==> src/rtl/alu_enc_pkg.sv <==
// Shared constants and the select-to-funct mapping for the R-type encoder.
package alu_enc_pkg;

    localparam logic [5:0] OPC_RTYPE   = 6'b000000;
    localparam logic [4:0] SHAMT_ZERO  = 5'b00000;

    localparam logic [5:0] FUNCT_AND   = 6'b100100;
    localparam logic [5:0] FUNCT_OR    = 6'b100101;
    localparam logic [5:0] FUNCT_ADD   = 6'b100000;
    localparam logic [5:0] FUNCT_SUB   = 6'b100010;
    localparam logic [5:0] FUNCT_SRL   = 6'b000010;
    localparam logic [5:0] FUNCT_XOR   = 6'b100110;
    localparam logic [5:0] FUNCT_NOR   = 6'b100111;

    // No funct decodes back to this select.
    localparam logic [2:0] SEL_ILLEGAL = 3'b011;

    // Returns {legal, funct}; funct is zero for the illegal select.
    function automatic logic [6:0] sel_to_funct(input logic [2:0] sel);
        logic [6:0] r;
        case (sel)
            3'b000:  r = {1'b1, FUNCT_AND};
            3'b001:  r = {1'b1, FUNCT_OR};
            3'b010:  r = {1'b1, FUNCT_ADD};
            3'b100:  r = {1'b1, FUNCT_SUB};
            3'b101:  r = {1'b1, FUNCT_SRL};
            3'b110:  r = {1'b1, FUNCT_XOR};
            3'b111:  r = {1'b1, FUNCT_NOR};
            default: r = 7'b0;
        endcase
        return r;
    endfunction

endpackage

==> src/rtl/instr_fifo.sv <==
// Synchronous FIFO with registered occupancy; head word is always visible on pop_data.
module instr_fifo #(
    parameter int WIDTH = 32,
    parameter int DEPTH = 4
) (
    input  logic                     clk,
    input  logic                     reset,
    input  logic                     push,
    input  logic [WIDTH-1:0]         push_data,
    input  logic                     pop,
    output logic [WIDTH-1:0]         pop_data,
    output logic                     full,
    output logic                     empty,
    output logic [$clog2(DEPTH):0]   level
);

    localparam int AW = $clog2(DEPTH);
    localparam int LW = AW + 1;

    logic [WIDTH-1:0] mem_q [DEPTH];
    logic [WIDTH-1:0] mem_d [DEPTH];
    logic [AW-1:0]    wr_ptr_q, wr_ptr_d;
    logic [AW-1:0]    rd_ptr_q, rd_ptr_d;
    logic [LW-1:0]    cnt_q, cnt_d;
    logic             do_push, do_pop;

    assign full     = (cnt_q == LW'(DEPTH));
    assign empty    = (cnt_q == '0);
    assign level    = cnt_q;
    assign pop_data = mem_q[rd_ptr_q];

    // Guard against overflow/underflow regardless of what the caller does.
    assign do_push = push & ~full;
    assign do_pop  = pop & ~empty;

    // Next-state: write slot, pointer advance (DEPTH is a power of two so pointers wrap naturally), occupancy.
    always_comb begin
        mem_d    = mem_q;
        wr_ptr_d = wr_ptr_q;
        rd_ptr_d = rd_ptr_q;
        cnt_d    = cnt_q;
        if (do_push) begin
            mem_d[wr_ptr_q] = push_data;
            wr_ptr_d        = wr_ptr_q + AW'(1);
        end
        if (do_pop) begin
            rd_ptr_d = rd_ptr_q + AW'(1);
        end
        case ({do_push, do_pop})
            2'b10:   cnt_d = cnt_q + LW'(1);
            2'b01:   cnt_d = cnt_q - LW'(1);
            default: cnt_d = cnt_q;
        endcase
    end

    // State registers; storage is cleared too so the head reads zero out of reset.
    always_ff @(posedge clk or posedge reset) begin
        if (reset) begin
            for (int i = 0; i < DEPTH; i++) mem_q[i] <= '0;
            wr_ptr_q <= '0;
            rd_ptr_q <= '0;
            cnt_q    <= '0;
        end else begin
            for (int i = 0; i < DEPTH; i++) mem_q[i] <= mem_d[i];
            wr_ptr_q <= wr_ptr_d;
            rd_ptr_q <= rd_ptr_d;
            cnt_q    <= cnt_d;
        end
    end

endmodule

==> src/rtl/alu_instr_encoder.sv <==
// Turns ALU select + register fields into MIPS R-type words, buffers them, and counts illegal selects.
module alu_instr_encoder
    import alu_enc_pkg::*;
#(
    parameter int DEPTH = 4,
    parameter int ERR_W = 8
) (
    input  logic                     clk,
    input  logic                     reset,
    input  logic                     in_valid,
    output logic                     in_ready,
    input  logic [2:0]               in_sel,
    input  logic [4:0]               in_rs,
    input  logic [4:0]               in_rt,
    input  logic [4:0]               in_rd,
    output logic                     out_valid,
    input  logic                     out_ready,
    output logic [31:0]              out_instr,
    output logic                     err_pulse,
    output logic [ERR_W-1:0]         err_count,
    output logic [$clog2(DEPTH):0]   level
);

    logic [6:0]       dec;
    logic             legal;
    logic [5:0]       funct;
    logic [31:0]      word;
    logic             accept, push, pop, full, empty;
    logic             err_pulse_q, err_pulse_d;
    logic [ERR_W-1:0] err_count_q, err_count_d;

    assign dec    = sel_to_funct(in_sel);
    assign legal  = dec[6];
    assign funct  = dec[5:0];
    assign word   = {OPC_RTYPE, in_rs, in_rt, in_rd, SHAMT_ZERO, funct};

    // in_ready depends only on registered occupancy, never on out_ready.
    assign in_ready  = ~full;
    assign out_valid = ~empty;
    assign accept    = in_valid & in_ready;
    assign push      = accept & legal;
    assign pop       = out_valid & out_ready;

    instr_fifo #(.WIDTH(32), .DEPTH(DEPTH)) u_fifo (
        .clk       (clk),
        .reset     (reset),
        .push      (push),
        .push_data (word),
        .pop       (pop),
        .pop_data  (out_instr),
        .full      (full),
        .empty     (empty),
        .level     (level)
    );

    // An accepted illegal select is consumed without a push; flag it and bump the saturating count.
    always_comb begin
        err_pulse_d = accept & ~legal;
        err_count_d = err_count_q;
        if (err_pulse_d && (err_count_q != {ERR_W{1'b1}})) begin
            err_count_d = err_count_q + ERR_W'(1);
        end
    end

    // Error state registers.
    always_ff @(posedge clk or posedge reset) begin
        if (reset) begin
            err_pulse_q <= 1'b0;
            err_count_q <= '0;
        end else begin
            err_pulse_q <= err_pulse_d;
            err_count_q <= err_count_d;
        end
    end

    assign err_pulse = err_pulse_q;
    assign err_count = err_count_q;

endmodule
==> config.mk <==
export PLATFORM = sky130hd
export DESIGN_NAME = alu_instr_encoder
export DESIGN_NICKNAME = d
export VERILOG_FILES = /design/src/rtl/alu_enc_pkg.sv /design/src/rtl/instr_fifo.sv /design/src/rtl/alu_instr_encoder.sv
export SDC_FILE = /design/constraint.sdc
export NUM_CORES = 1
export LEC_CHECK = 0
export CAP_MARGIN = 20
export CORE_MARGIN = 5
export CORE_UTILIZATION = 35
export CTS_CLUSTER_DIAMETER = 80
export DETAILED_ROUTE_END_ITERATION = 8
export GPL_ROUTABILITY_DRIVEN = 0
export HOLD_SLACK_MARGIN = 0.02
export PLACE_DENSITY = 0.54
export SLEW_MARGIN = 0
export SYNTH_ARGS = -nofsm -noshare
export SYNTH_HDL_FRONTEND = slang
export SYNTH_SLANG_ARGS = --single-unit
==> constraint.sdc <==
create_clock -name clk -period 6.8 [get_ports clk]
set_clock_uncertainty 0.15 [all_clocks]
set_input_delay 1.02 -clock clk [delete_from_list [all_inputs] [get_ports clk]]
set_output_delay 1.02 -clock clk [all_outputs]
set_load 0.1 [all_outputs]
### Word-level counts from Yosys, hierarchy flattened

Cells that the tools add are included.

| operators by class | value |
|---|---|
| add/sub/neg operators | 5 |
| order comparisons | 3 |
| eq/ne operators | 10 |
| mux-type cells | 8 |
| bitwise operators | 11 |
| reduce and logical (&&, ||, !) cells | 5 |

Operators with widths:

| operator | count |
|---|---|
| bitwise mux 128 bit | 1 |
| 2-to-1 mux 32 bit | 3 |
| binary-select mux 32 bit (select 2 bit) | 1 |
| demux 32 bit (select 2 bit) | 1 |
| one-hot mux 7 bit (7 select lines) | 1 |
| == test 3 bit, second input constant | 5 |
| adder 8 x 1 -> 8 bit, second input constant | 1 |
| != test 8 bit, second input constant | 1 |
| bitwise AND 1 bit | 6 |
| greater-or-equal comparator 3 bit, second input constant | 2 |
| zero test 3 bit | 2 |
| inverter 2 -> 3 bit | 2 |
| one-hot mux 3 bit (2 select lines) | 1 |
| adder 2 x 1 -> 2 bit, second input constant | 2 |
| adder 3 x 1 -> 3 bit, second input constant | 1 |
| == test 3 x 1 -> 1 bit, second input constant | 1 |
| == test 3 x 2 -> 1 bit, second input constant | 1 |
| < comparator 3 x 1 -> 1 bit, second input constant | 1 |
| inverter 1 bit | 3 |
| subtractor 3 x 1 -> 3 bit, second input constant | 1 |
| == test 2 x 1 -> 1 bit, second input constant | 1 |
| == test 2 bit, second input constant | 1 |
| logical AND 1 bit | 2 |
| nonzero test 2 bit | 1 |

| storage, ports and cells | value |
|---|---|
| flip-flop bits (word level) | 144 |
| output and inout bits | 46 |

### Longest topological paths before layout

Gate-level depths: netlist of run 1.

| logic depth | value |
|---|---|
| depth after elaboration | 7 |
| mapped depth | 9 |

### Hierarchy

From an unflattened synthesis of run 1, not the netlist that was laid out.

| second synthesis, totals | value |
|---|---|
| cells, all modules | 404 |
| area, all modules | 6493.7 sq um |

Modules (own cells, without submodules):

| module | instances | cells each | area each (sq um) | sequential area each (sq um) |
|---|---|---|---|---|
| instr_fifo | 1 | 349 | 5967.0 | 3378.2 |
| alu_instr_encoder | 1 | 55 | 526.8 | 225.2 |

### Worst setup path after synthesis of run 1

OpenSTA, ideal clock, no wires.

| path | value |
|---|---|
| path kind | register to register |
| start | reg u_fifo.cnt_q[0] (netlist: u_fifo.level[0]) |
| end | reg u_fifo.cnt_q[2] (netlist: u_fifo.level[2]) |
| setup time | 0.162 ns |
| data arrival time | 2.713 ns |
| setup slack | 3.775 ns |
| stages on the path, launching flop included | 9 |
| path buffers | 0 |
| clock period less this slack | 3.025 ns |
| cell sequence | dfrtp_1 -> or3_2 -> and2_1 -> ha_1 -> inv_1 -> fa_1 -> xor2_1 -> nor2_1 -> xor2_1 |

| on the way | value |
|---|---|
| elaborated cells on any way between the ends | 15 |
| those cells by class | add/sub (2); eq/ne (3); mux (1); bitwise (7); reduce/logical (2) |

RTL lines:

| element | RTL line | text |
|---|---|---|
| start: declaration | instr_fifo.sv:24 | `logic [LW-1:0] cnt_q, cnt_d;` |
| start signal: assignment | instr_fifo.sv:67 | `cnt_q <= cnt_d;` |
| zero test 3 bit (*) | instr_fifo.sv:28 | `assign empty = (cnt_q == '0);` |
| inverter 1 bit (*) | alu_instr_encoder.sv:39 | `assign out_valid = ~empty;` |
| net out_valid | alu_instr_encoder.sv:16 | `output logic out_valid,` |
| bitwise AND 1 bit | alu_instr_encoder.sv:42 | `assign pop = out_valid & out_ready;` |
| bitwise AND 1 bit (*) | instr_fifo.sv:34 | `assign do_pop = pop & ~empty;` |
| net u_fifo.do_pop | instr_fifo.sv:25 | `logic do_push, do_pop;` |
| == test 2 x 1 -> 1 bit or == test 2 bit (tied branches) | instr_fifo.sv:49 | `case ({do_push, do_pop})` |
| one-hot mux 3 bit (2 select lines) or nonzero test 2 bit (tied branches) | - |  |

The timed path passes the listed nets; every way through them passes the cells marked *.
A chain may end at the register's enable or synchronous reset.

### Final worst setup path of run 1

| path | value |
|---|---|
| start | reg u_fifo.rd_ptr_q[0] |
| end | out out_instr[0] |

| on the way | value |
|---|---|
| word-level cells in the longest chain between the ends | 4 |

RTL lines:

| element | RTL line | text |
|---|---|---|
| start: declaration | instr_fifo.sv:23 | `logic [AW-1:0] rd_ptr_q, rd_ptr_d;` |
| start signal: assignment | instr_fifo.sv:66 | `rd_ptr_q <= rd_ptr_d;` |
| inverter 2 -> 3 bit (implied by the code) | instr_fifo.sv:30 | `assign pop_data = mem_q[rd_ptr_q];` |
| binary-select mux 32 bit (select 2 bit) | instr_fifo.sv:30 |  |
| 2-to-1 mux 32 bit (implied by the code) (2 in a row) | instr_fifo.sv:30 |  |
| end: declaration | alu_instr_encoder.sv:18 | `output logic [31:0] out_instr,` |

Every way passes these cells. The select of a mux whose other input is x is not followed.

==> results.py, run 1 <==
metrics = {
    "outcome": {
        "status": "complete, no violations",
    },
    "global_route": {
        "grt_pass1_wl_um": 13700,
        "grt_overflow": 0,
        "track_usage_pct": 12.2,
        "grt_antenna_before_repair": 0,
        "grt_max_degree": 57,
        "grt_pass1_vias": 2525,
    },
    "hold_path": {
        "min_path_cells": 2,
        "hp-class": "reg -> reg",
    },
    "floorplan": {
        "ios": 68,
        "start_util_pct": 35.5,
        "die_area_um2": 14400,
        "rows": 40,
        "die_w_um": 120,
        "die_y_um": 120,
        "core-area_um2": 11900,
    },
    "timing": {
        "relSlewSlack_pct": 30.4,
        "setup_viol": 0,
        "hold_viol": 0,
        "fin_setup_tns_ns": 0,
        "rsz0062_at_grt": "false",
        "report.final.slew_viol_count": 0,
        "worst_hold_slack_ns": 0.338,
        "fin_crit_ns": 4.21,
        "fmax_ghz": 0.238,
        "post-route-period-util_pct": 61.9,
        "tightest_slew_ns": 1.04,
    },
    "clock_tree": {
        "cts_made_buffers": 9,
        "htree_levels": 3,
        "post-cts-setup-buffers": 0,
        "tritoncts": "built",
        "cts-root-buf": "clkbuf_16",
        "clkTransAtPathRegs_ns": 0.07,
        "cts_resized": 0,
        "clock_sinks": 92,
        "cts_buffer_depth": 2,
        "clkLatencyLatePin_ns": 0.33,
        "hold_buffers": 0,
    },
    "synth": {
        "yosysTopAreaCell": "dfrtp_1",
        "syn_area_per_cell_um2": 15.1,
        "ys_top_cells_by_area": "dfrtp_1 54%, mux2_2 20%, mux4_2 10%",
        "ys_seq_elements": 92,
        "syn_area_um2": 4230,
        "yosysWarningCount": 0,
        "yosysUniqueCellTypes": 29,
        "synth.top_cell.area_share_pct": 54.5,
        "synth-main-ff-cell": "dfrtp_1",
        "async_reset_ff_share_pct": 100,
        "synth_edf_count": 0,
        "yosysSeqAreaShare_pct": 54.5,
        "syn-instance-count": 279,
    },
    "drt": {
        "first_iter_violations": 91,
        "wl_um": 8180,
        "ant_nets": 0,
        "routedWlPerCell_um": 16.8,
        "firstDrtPassIters": 4,
        "drc": 0,
        "via_per_inst": 4.91,
        "dr_total_vias": 2391,
    },
    "cells_and_area": {
        "final_common_cell": "dfrtp_1",
        "instances_no_fill": 487,
        "area_delta_synth_final_pct": 22.0,
        "final_util_pct": 43.3,
        "fin_nets": 364,
        "drive_gt1_share_pct": 35.0,
        "final_cell_mix": "92 x dfrtp_1, 74 x mux2_2, 54 x clkdlybuf4s50_1",
        "num_antenna_cells": 0,
    },
    "worst_setup_path": {
        "start_kind": "flop",
        "arrival_ns": 3.04,
        "rr_worst_depth": 8,
        "end_kind": "output port",
        "worstPathMaxFanout": 11,
        "cp.required_ns": 5.63,
        "worstSetupPathType": "reg -> out",
    },
    "placement": {
        "place_hpwl_um": 5330,
        "port_buffers": 54,
        "dpl.cell_count": 471,
    },
    "run": {
        "cap_violations": 0,
    },
}
==> metal layers <==
metal / wire, um / up-vias / GRT usage [%]
met4: 146 / 0 / 4.72
met5: 0 / - / 0
li1: - / 1088 / -
met3: 337 / 12 / 2.83
met1: 3800 / 1246 / 16.5
met2: 3900 / 45 / 19.3
==> through the flow <==
| step | setup slack, ns | area [um2] |
|---|---|---|
| final | 2.59 | 5160 |
| after global routing | 2.39 | 5160 |
| after CTS | 2.50 | 5160 |
| after detailed placement | 2.86 | 4860 |
| after global placement | 2.87 | 4860 |
| after floorplan | 3.24 | 4270 |
==> worst max-delay path: stages (launching register included) <==
cell and delay, ns:
dfrtp_1 0.79, buf_4 0.38, mux4_2 0.54, clkdlybuf4s50_1 0.99
==> final timing paths <==
kind                                                      to  slack [ns]                      startpoint
min in group asynchronous           err_count[0]$_DFFE_PP0P_        0.93                           reset
max in group asynchronous           err_count[3]$_DFFE_PP0P_        4.44                           reset
worst min register to register  u_fifo.mem_q[32]$_DFFE_PP0P_        0.34    u_fifo.mem_q[32]$_DFFE_PP0P_
worst max register to register   u_fifo.level[2]$_DFFE_PP0P_        4.38     u_fifo.level[0]$_DFFE_PP0P_
worst max-delay path                            out_instr[0]        2.59  u_fifo.rd_ptr_q[0]$_DFFE_PP0P_
worst min-delay path            u_fifo.mem_q[32]$_DFFE_PP0P_        0.34    u_fifo.mem_q[32]$_DFFE_PP0P_
==> final cells by class <==
type | instances | area (um2)
Inverter | 8 | 31.3
Sequential cell | 92 | 2300
Clock buffer | 10 | 229
Multi-Input combinational cell | 164 | 1760
Fill cell | 1108 | 6760
Clock inverter | 6 | 63.8
Tap cell | 147 | 184
Timing Repair Buffer | 60 | 586
==> flip-flops by register name (all words and copies together), names as in the netlist <==
signal,flops
err_pulse,1
u_fifo.wr_ptr_q,2
err_count,8
u_fifo.mem_q,76
u_fifo.rd_ptr_q,2
u_fifo.level,3
==> synthesized netlist by cell type (all sizes together) (3+ instances only) <==
master / n
ha: 6
inv: 8
dfrtp: 92
nand3: 4
nand2: 8
nor4: 3
mux2: 74
nand4: 5
mux4: 19
buf: 25
xnor2: 4
o21ai: 4
nor2: 3
xor2: 10
==> kinds of logic (layout without fill, tap and decap cells) <==
group	count (synthesis)	after routing	synth area share, %
other cells	1	13	0.0888
mux	94	94	30.1
flops	92	92	54.5
xor+xnor	14	14	2.90
compound gates	4	4	0.474
simple gates	32	32	4.80
fa+ha+maj	7	7	2.25
buf+inv	35	84	4.92
Power of run 1 is left out: the tool's default activity adds up to more than one toggle a clock period on the data nets, which glitch-free logic cannot reach.
==> run 2: changes to the inputs <==
- clock period: 6.8 -> 4 ns (I/O delays scaled with it)
==> run 2 against run 1 <==
Clock-buffer cell count up 2. Critical path depth down 1. Non-clock buffer count up 2. Hold slack worse by 0.044 ns. Wire length up 1.9%. Sequential share of layout area about the same. First-iteration DRC count down 33%. Global-route usage up 0.30 points.
==> results.py, run 2 (synthesized netlist as in run 1, its figures left out) <==
metrics = {
    "outcome": {
        "status": "complete, no violations",
    },
    "worst_setup_path": {
        "arrival_ns": 2.26,
        "end_kind": "output port",
        "r2r_start": "u_fifo.level[0]$_DFFE_PP0P_",
        "reg2reg_slack_ns": 1.60,
        "cp_num_buf_inv": 1,
        "slowest_delay_ns": 1.02,
        "worstSetupPathType": "reg -> out",
        "worstPathMaxFanout": 7,
        "crit_path_cell_trace": "or3b_1 -> clkdlybuf4s50_1",
        "rr_worst_depth": 8,
        "crit_family": "buffers and inverters",
        "start_kind": "flop",
        "cp.required_ns": 3.25,
        "slowest_stage": "clkdlybuf4s50_1",
        "timing.rr.end": "u_fifo.level[2]$_DFFE_PP0P_",
    },
    "drt": {
        "via_per_inst": 4.91,
        "firstDrtPassIters": 4,
        "routedWlPerCell_um": 17.1,
        "dr_total_vias": 2389,
        "first_iter_violations": 61,
        "drc": 0,
        "ant_nets": 0,
        "wl_um": 8340,
    },
    "timing": {
        "fin_crit_ns": 3.01,
        "relSlewSlack_pct": 32.1,
        "post-route-period-util_pct": 75.4,
        "setup_viol": 0,
        "fin_setup_tns_ns": 0,
        "tightest_slew_ns": 1.02,
        "hold_viol": 0,
        "report.final.slew_viol_count": 0,
        "rsz0062_at_grt": "false",
        "fin_ws_ns": 0.985,
        "fmax_ghz": 0.332,
    },
    "global_route": {
        "grt_overflow": 0,
        "grt_antenna_before_repair": 0,
        "track_usage_pct": 12.5,
        "grt_pass1_wl_um": 13700,
        "grt_max_degree": 54,
        "grt_pass1_vias": 2501,
    },
    "clock_tree": {
        "htree_levels": 3,
        "cts_buffer_depth": 2,
        "cts-root-buf": "clkbuf_16",
        "tritoncts": "built",
        "clkLatencyLatePin_ns": 0.33,
        "post-cts-setup-buffers": 0,
        "hold_buffers": 0,
        "clock_sinks": 92,
        "cts_made_buffers": 9,
        "cts_resized": 0,
        "clkTransAtPathRegs_ns": 0.06,
    },
    "floorplan": {
        "start_util_pct": 35.5,
        "ios": 68,
        "die_y_um": 120,
        "core-area_um2": 11900,
        "die_area_um2": 14400,
        "die_w_um": 120,
        "rows": 40,
    },
    "cells_and_area": {
        "instances_no_fill": 487,
        "multi_input_area_um2": 1760,
        "top_register": "u_fifo.mem_q",
        "ff_latch_area_um2": 2300,
        "largest_reg_flops": 76,
        "final_common_cell": "dfrtp_1",
        "final_cell_mix": "92 x dfrtp_1, 74 x mux2_2, 35 x clkdlybuf4s50_1",
        "fin_nets": 366,
        "drive_gt1_share_pct": 40.3,
        "fillers": 1099,
        "area_delta_synth_final_pct": 22.1,
        "num_antenna_cells": 0,
    },
    "placement": {
        "port_buffers": 54,
        "post-place-ws_ns": 1.18,
        "dpl.cell_count": 472,
        "place_hpwl_um": 5370,
    },
    "hold_path": {
        "hp-class": "in -> async",
    },
    "run": {
        "cap_violations": 0,
    },
}
==> run 2: area by class of cell <==
type / instances / share of cell area (%)
clock inverter: 2 / 1.16
inverter: 8 / 0.607
multi-input combinational: 164 / 34.1
sequential: 92 / 44.6
timing repair buffer: 62 / 11.1
tap: 147 / 3.57
clock buffer: 12 / 4.78
==> run 2: through the flow <==
step | utilization [%] | instance area (um2) | hold slack [ns]
detailed placement | 40.5 | 4820 | 0.317
global placement | 40.5 | 4820 | 0.310
finish | 43.3 | 5160 | 0.295
CTS | 43.1 | 5130 | 0.331
floorplan | - | 4270 | 0.295
global route | 43.3 | 5160 | 0.294
==> run 2: how the worst max path moves through the flow <==
stage	start	slack, ns	depth (start not counted)	to
2_1_floorplan	reset	0.86	1	err_count[0]$_DFFE_PP0P_
5_1_grt	u_fifo.level[0]$_DFFE_PP0P_	0.91	2	in_ready
4_1_cts	u_fifo.level[0]$_DFFE_PP0P_	0.95	2	in_ready
3_5_place_dp	in_sel[2]	1.18	9	u_fifo.level[2]$_DFFE_PP0P_
3_3_place_gp	in_sel[2]	1.24	9	u_fifo.level[2]$_DFFE_PP0P_
6_report	u_fifo.level[0]$_DFFE_PP0P_	0.99	2	in_ready
==> run 2: layer usage <==
layer / global-route usage [%] / vias up / wire (um)
met2: 20.8 / 40 / 4130
met3: 4.01 / 13 / 399
li1: - / 1093 / -
met4: 5.15 / 0 / 154
met1: 15.1 / 1243 / 3660
met5: 0 / - / 0
==> run 2: worst register-to-register path, cell delays in order (launching register included) <==
cell,delay (ns)
dfrtp_1,0.42
or3b_1,0.50
nand3_1,0.20
ha_1,0.22
inv_1,0.07
fa_1,0.37
xor2_1,0.15
nor2_1,0.11
xor2_1,0.15
Power of run 2 is left out for the same reason.
==> run 3: changes to the inputs <==
- PLACE_DENSITY: 0.54 -> 0.56
- clock period: 4 -> 2.6 ns (I/O delays scaled with it)
==> run 3 against run 2 <==
Register-to-register slack lost 1.3 ns. Worst setup slack worse by 0.73 ns. Global-route usage fell by 0.50 points. Critical path depth up 6. Hold slack better by 0.042 ns.
==> results.py, run 3 (synthesized netlist as in run 1, its figures left out) <==
metrics = {
    "global_route": {
        "grt_antenna_before_repair": 0,
        "track_usage_pct": 12.0,
        "grt_overflow": 0,
        "grt_pass1_vias": 2594,
        "grt_max_degree": 62,
        "grt_pass1_wl_um": 13600,
    },
    "floorplan": {
        "rows": 40,
        "core-area_um2": 11900,
        "die_w_um": 120,
        "start_util_pct": 35.5,
        "die_area_um2": 14400,
        "die_y_um": 120,
        "ios": 68,
    },
    "worst_setup_path": {
        "rr_worst_depth": 8,
        "cp.required_ns": 2.70,
        "start_kind": "flop",
        "slowest_stage": "or3b_1",
        "worstPathMaxFanout": 7,
        "crit_start": "u_fifo.level[0]$_DFFE_PP0P_",
        "reg2reg_slack_ns": 0.26,
        "arrival_ns": 2.44,
        "slowest_delay_ns": 0.50,
        "worstSetupPathType": "reg -> reg",
        "crit_cells": 8,
        "r2r_start": "u_fifo.level[0]$_DFFE_PP0P_",
        "crit_top_cell": "xor2_1",
        "end_kind": "flop",
        "cp_num_buf_inv": 1,
        "crit_path_cell_trace": "or3b_1 -> nand3_1 -> ha_1 -> inv_1 -> fa_1 -> xor2_1 -> nor2_1 -> xor2_1",
        "critPathCapture": "u_fifo.level[2]$_DFFE_PP0P_",
        "timing.rr.end": "u_fifo.level[2]$_DFFE_PP0P_",
        "crit_family": "simple AND/OR/NAND/NOR gates",
    },
    "cells_and_area": {
        "num_antenna_cells": 0,
        "final_util_pct": 45.9,
        "largest_reg_flops": 76,
        "drive_gt1_share_pct": 46.8,
        "fillers": 1062,
        "final_common_cell": "dfrtp_1",
        "top_register": "u_fifo.mem_q",
        "final_cell_mix": "89 x dfrtp_1, 74 x mux2_2, 24 x buf_12",
        "area_delta_synth_final_pct": 29.4,
        "fin_area_um2": 5470,
        "fin_nets": 370,
    },
    "clock_tree": {
        "cts_resized": 0,
        "cts_made_buffers": 9,
        "tritoncts": "built",
        "post-cts-setup-buffers": 0,
        "hold_buffers": 0,
        "htree_levels": 3,
        "cts_buffer_depth": 2,
        "clkLatencyLatePin_ns": 0.33,
        "clock_sinks": 92,
        "cts-root-buf": "clkbuf_16",
        "clkTransAtPathRegs_ns": 0.07,
    },
    "placement": {
        "port_buffers": 54,
        "place_hpwl_um": 5320,
        "placed_area_um2": 5140,
    },
    "drt": {
        "dr_total_vias": 2366,
        "wl_um": 8300,
        "first_iter_violations": 80,
        "firstDrtPassIters": 4,
        "ant_nets": 0,
        "routedWlPerCell_um": 16.8,
        "via_per_inst": 4.80,
        "drc": 0,
    },
    "hold_path": {
        "min_path_cells": 2,
        "hp-class": "reg -> reg",
    },
    "run": {
        "cap_violations": 0,
    },
    "timing": {
        "setup_viol": 0,
        "tightest_slew_ns": 0.528,
        "post-route-period-util_pct": 90.1,
        "report.final.slew_viol_count": 0,
        "fin_setup_tns_ns": 0,
        "fin_crit_ns": 2.34,
        "relSlewSlack_pct": 64.7,
        "hold_viol": 0,
        "fmax_ghz": 0.427,
        "rsz0062_at_grt": "false",
        "worst_hold_slack_ns": 0.337,
    },
    "outcome": {
        "status": "complete, no violations",
    },
}
[run 3: cell count changes in the layout (fill, tap and decap cells not counted), moves of 2 or more]
cell             change
dfrtp_2              +3
dfrtp_1              -3
clkdlybuf4s50_1     -14
clkinvlp_4           +2
inv_6                +2
buf_12              +24
buf_4                -5
clkbuf_1             -2
[run 3: per-stage QoR]
| step | setup slack (ns) | cells |
|---|---|---|
| 2_1_floorplan | -0.0700 | 291 |
| 3_3_place_gp | 0.162 | 477 |
| 3_5_place_dp | 0.131 | 477 |
| 4_1_cts | 0.249 | 493 |
| 5_1_grt | 0.167 | 493 |
| 6_report | 0.257 | 493 |
[run 3: routing by layer]
| metal | share of wire (%) | vias to the layer above | global-route usage [%] |
|---|---|---|---|
| met2 | 49 | 45 | 19.1 |
| met4 | 1.3 | 0 | 4.44 |
| li1 | - | 1091 | - |
| met5 | 0 | - | 0 |
| met3 | 3.4 | 9 | 2.69 |
| met1 | 47 | 1221 | 16.2 |
[run 3: worst min-delay path: cells and delay by family (launching register included)]
family | cells | cell delay (ns)
simple gates | 1 | 0.05
flops | 1 | 0.35
compound gates | 1 | 0.06
[run 3: cell type report]
type                            instances  area [um2]  area share, %
Multi-Input combinational cell        164        1760           32.3
Timing Repair Buffer                   66         848           15.5
Sequential cell                        92        2310           42.2
Inverter                                8        33.8          0.618
Clock inverter                          6        93.8           1.72
Tap cell                              147         184           3.36
Clock buffer                           10         239           4.37
[run 3: worst min-delay path by stage]
stage                                       from                            to  slack, ns
floorplan           u_fifo.mem_q[32]$_DFFE_PP0P_  u_fifo.mem_q[32]$_DFFE_PP0P_       0.29
global placement    u_fifo.mem_q[32]$_DFFE_PP0P_  u_fifo.mem_q[32]$_DFFE_PP0P_       0.31
detailed placement  u_fifo.mem_q[96]$_DFFE_PP0P_  u_fifo.mem_q[96]$_DFFE_PP0P_       0.32
CTS                 u_fifo.mem_q[96]$_DFFE_PP0P_  u_fifo.mem_q[96]$_DFFE_PP0P_       0.34
global route        u_fifo.mem_q[96]$_DFFE_PP0P_  u_fifo.mem_q[96]$_DFFE_PP0P_       0.36
finish              u_fifo.mem_q[96]$_DFFE_PP0P_  u_fifo.mem_q[96]$_DFFE_PP0P_       0.34
Power of run 3 is left out for the same reason.
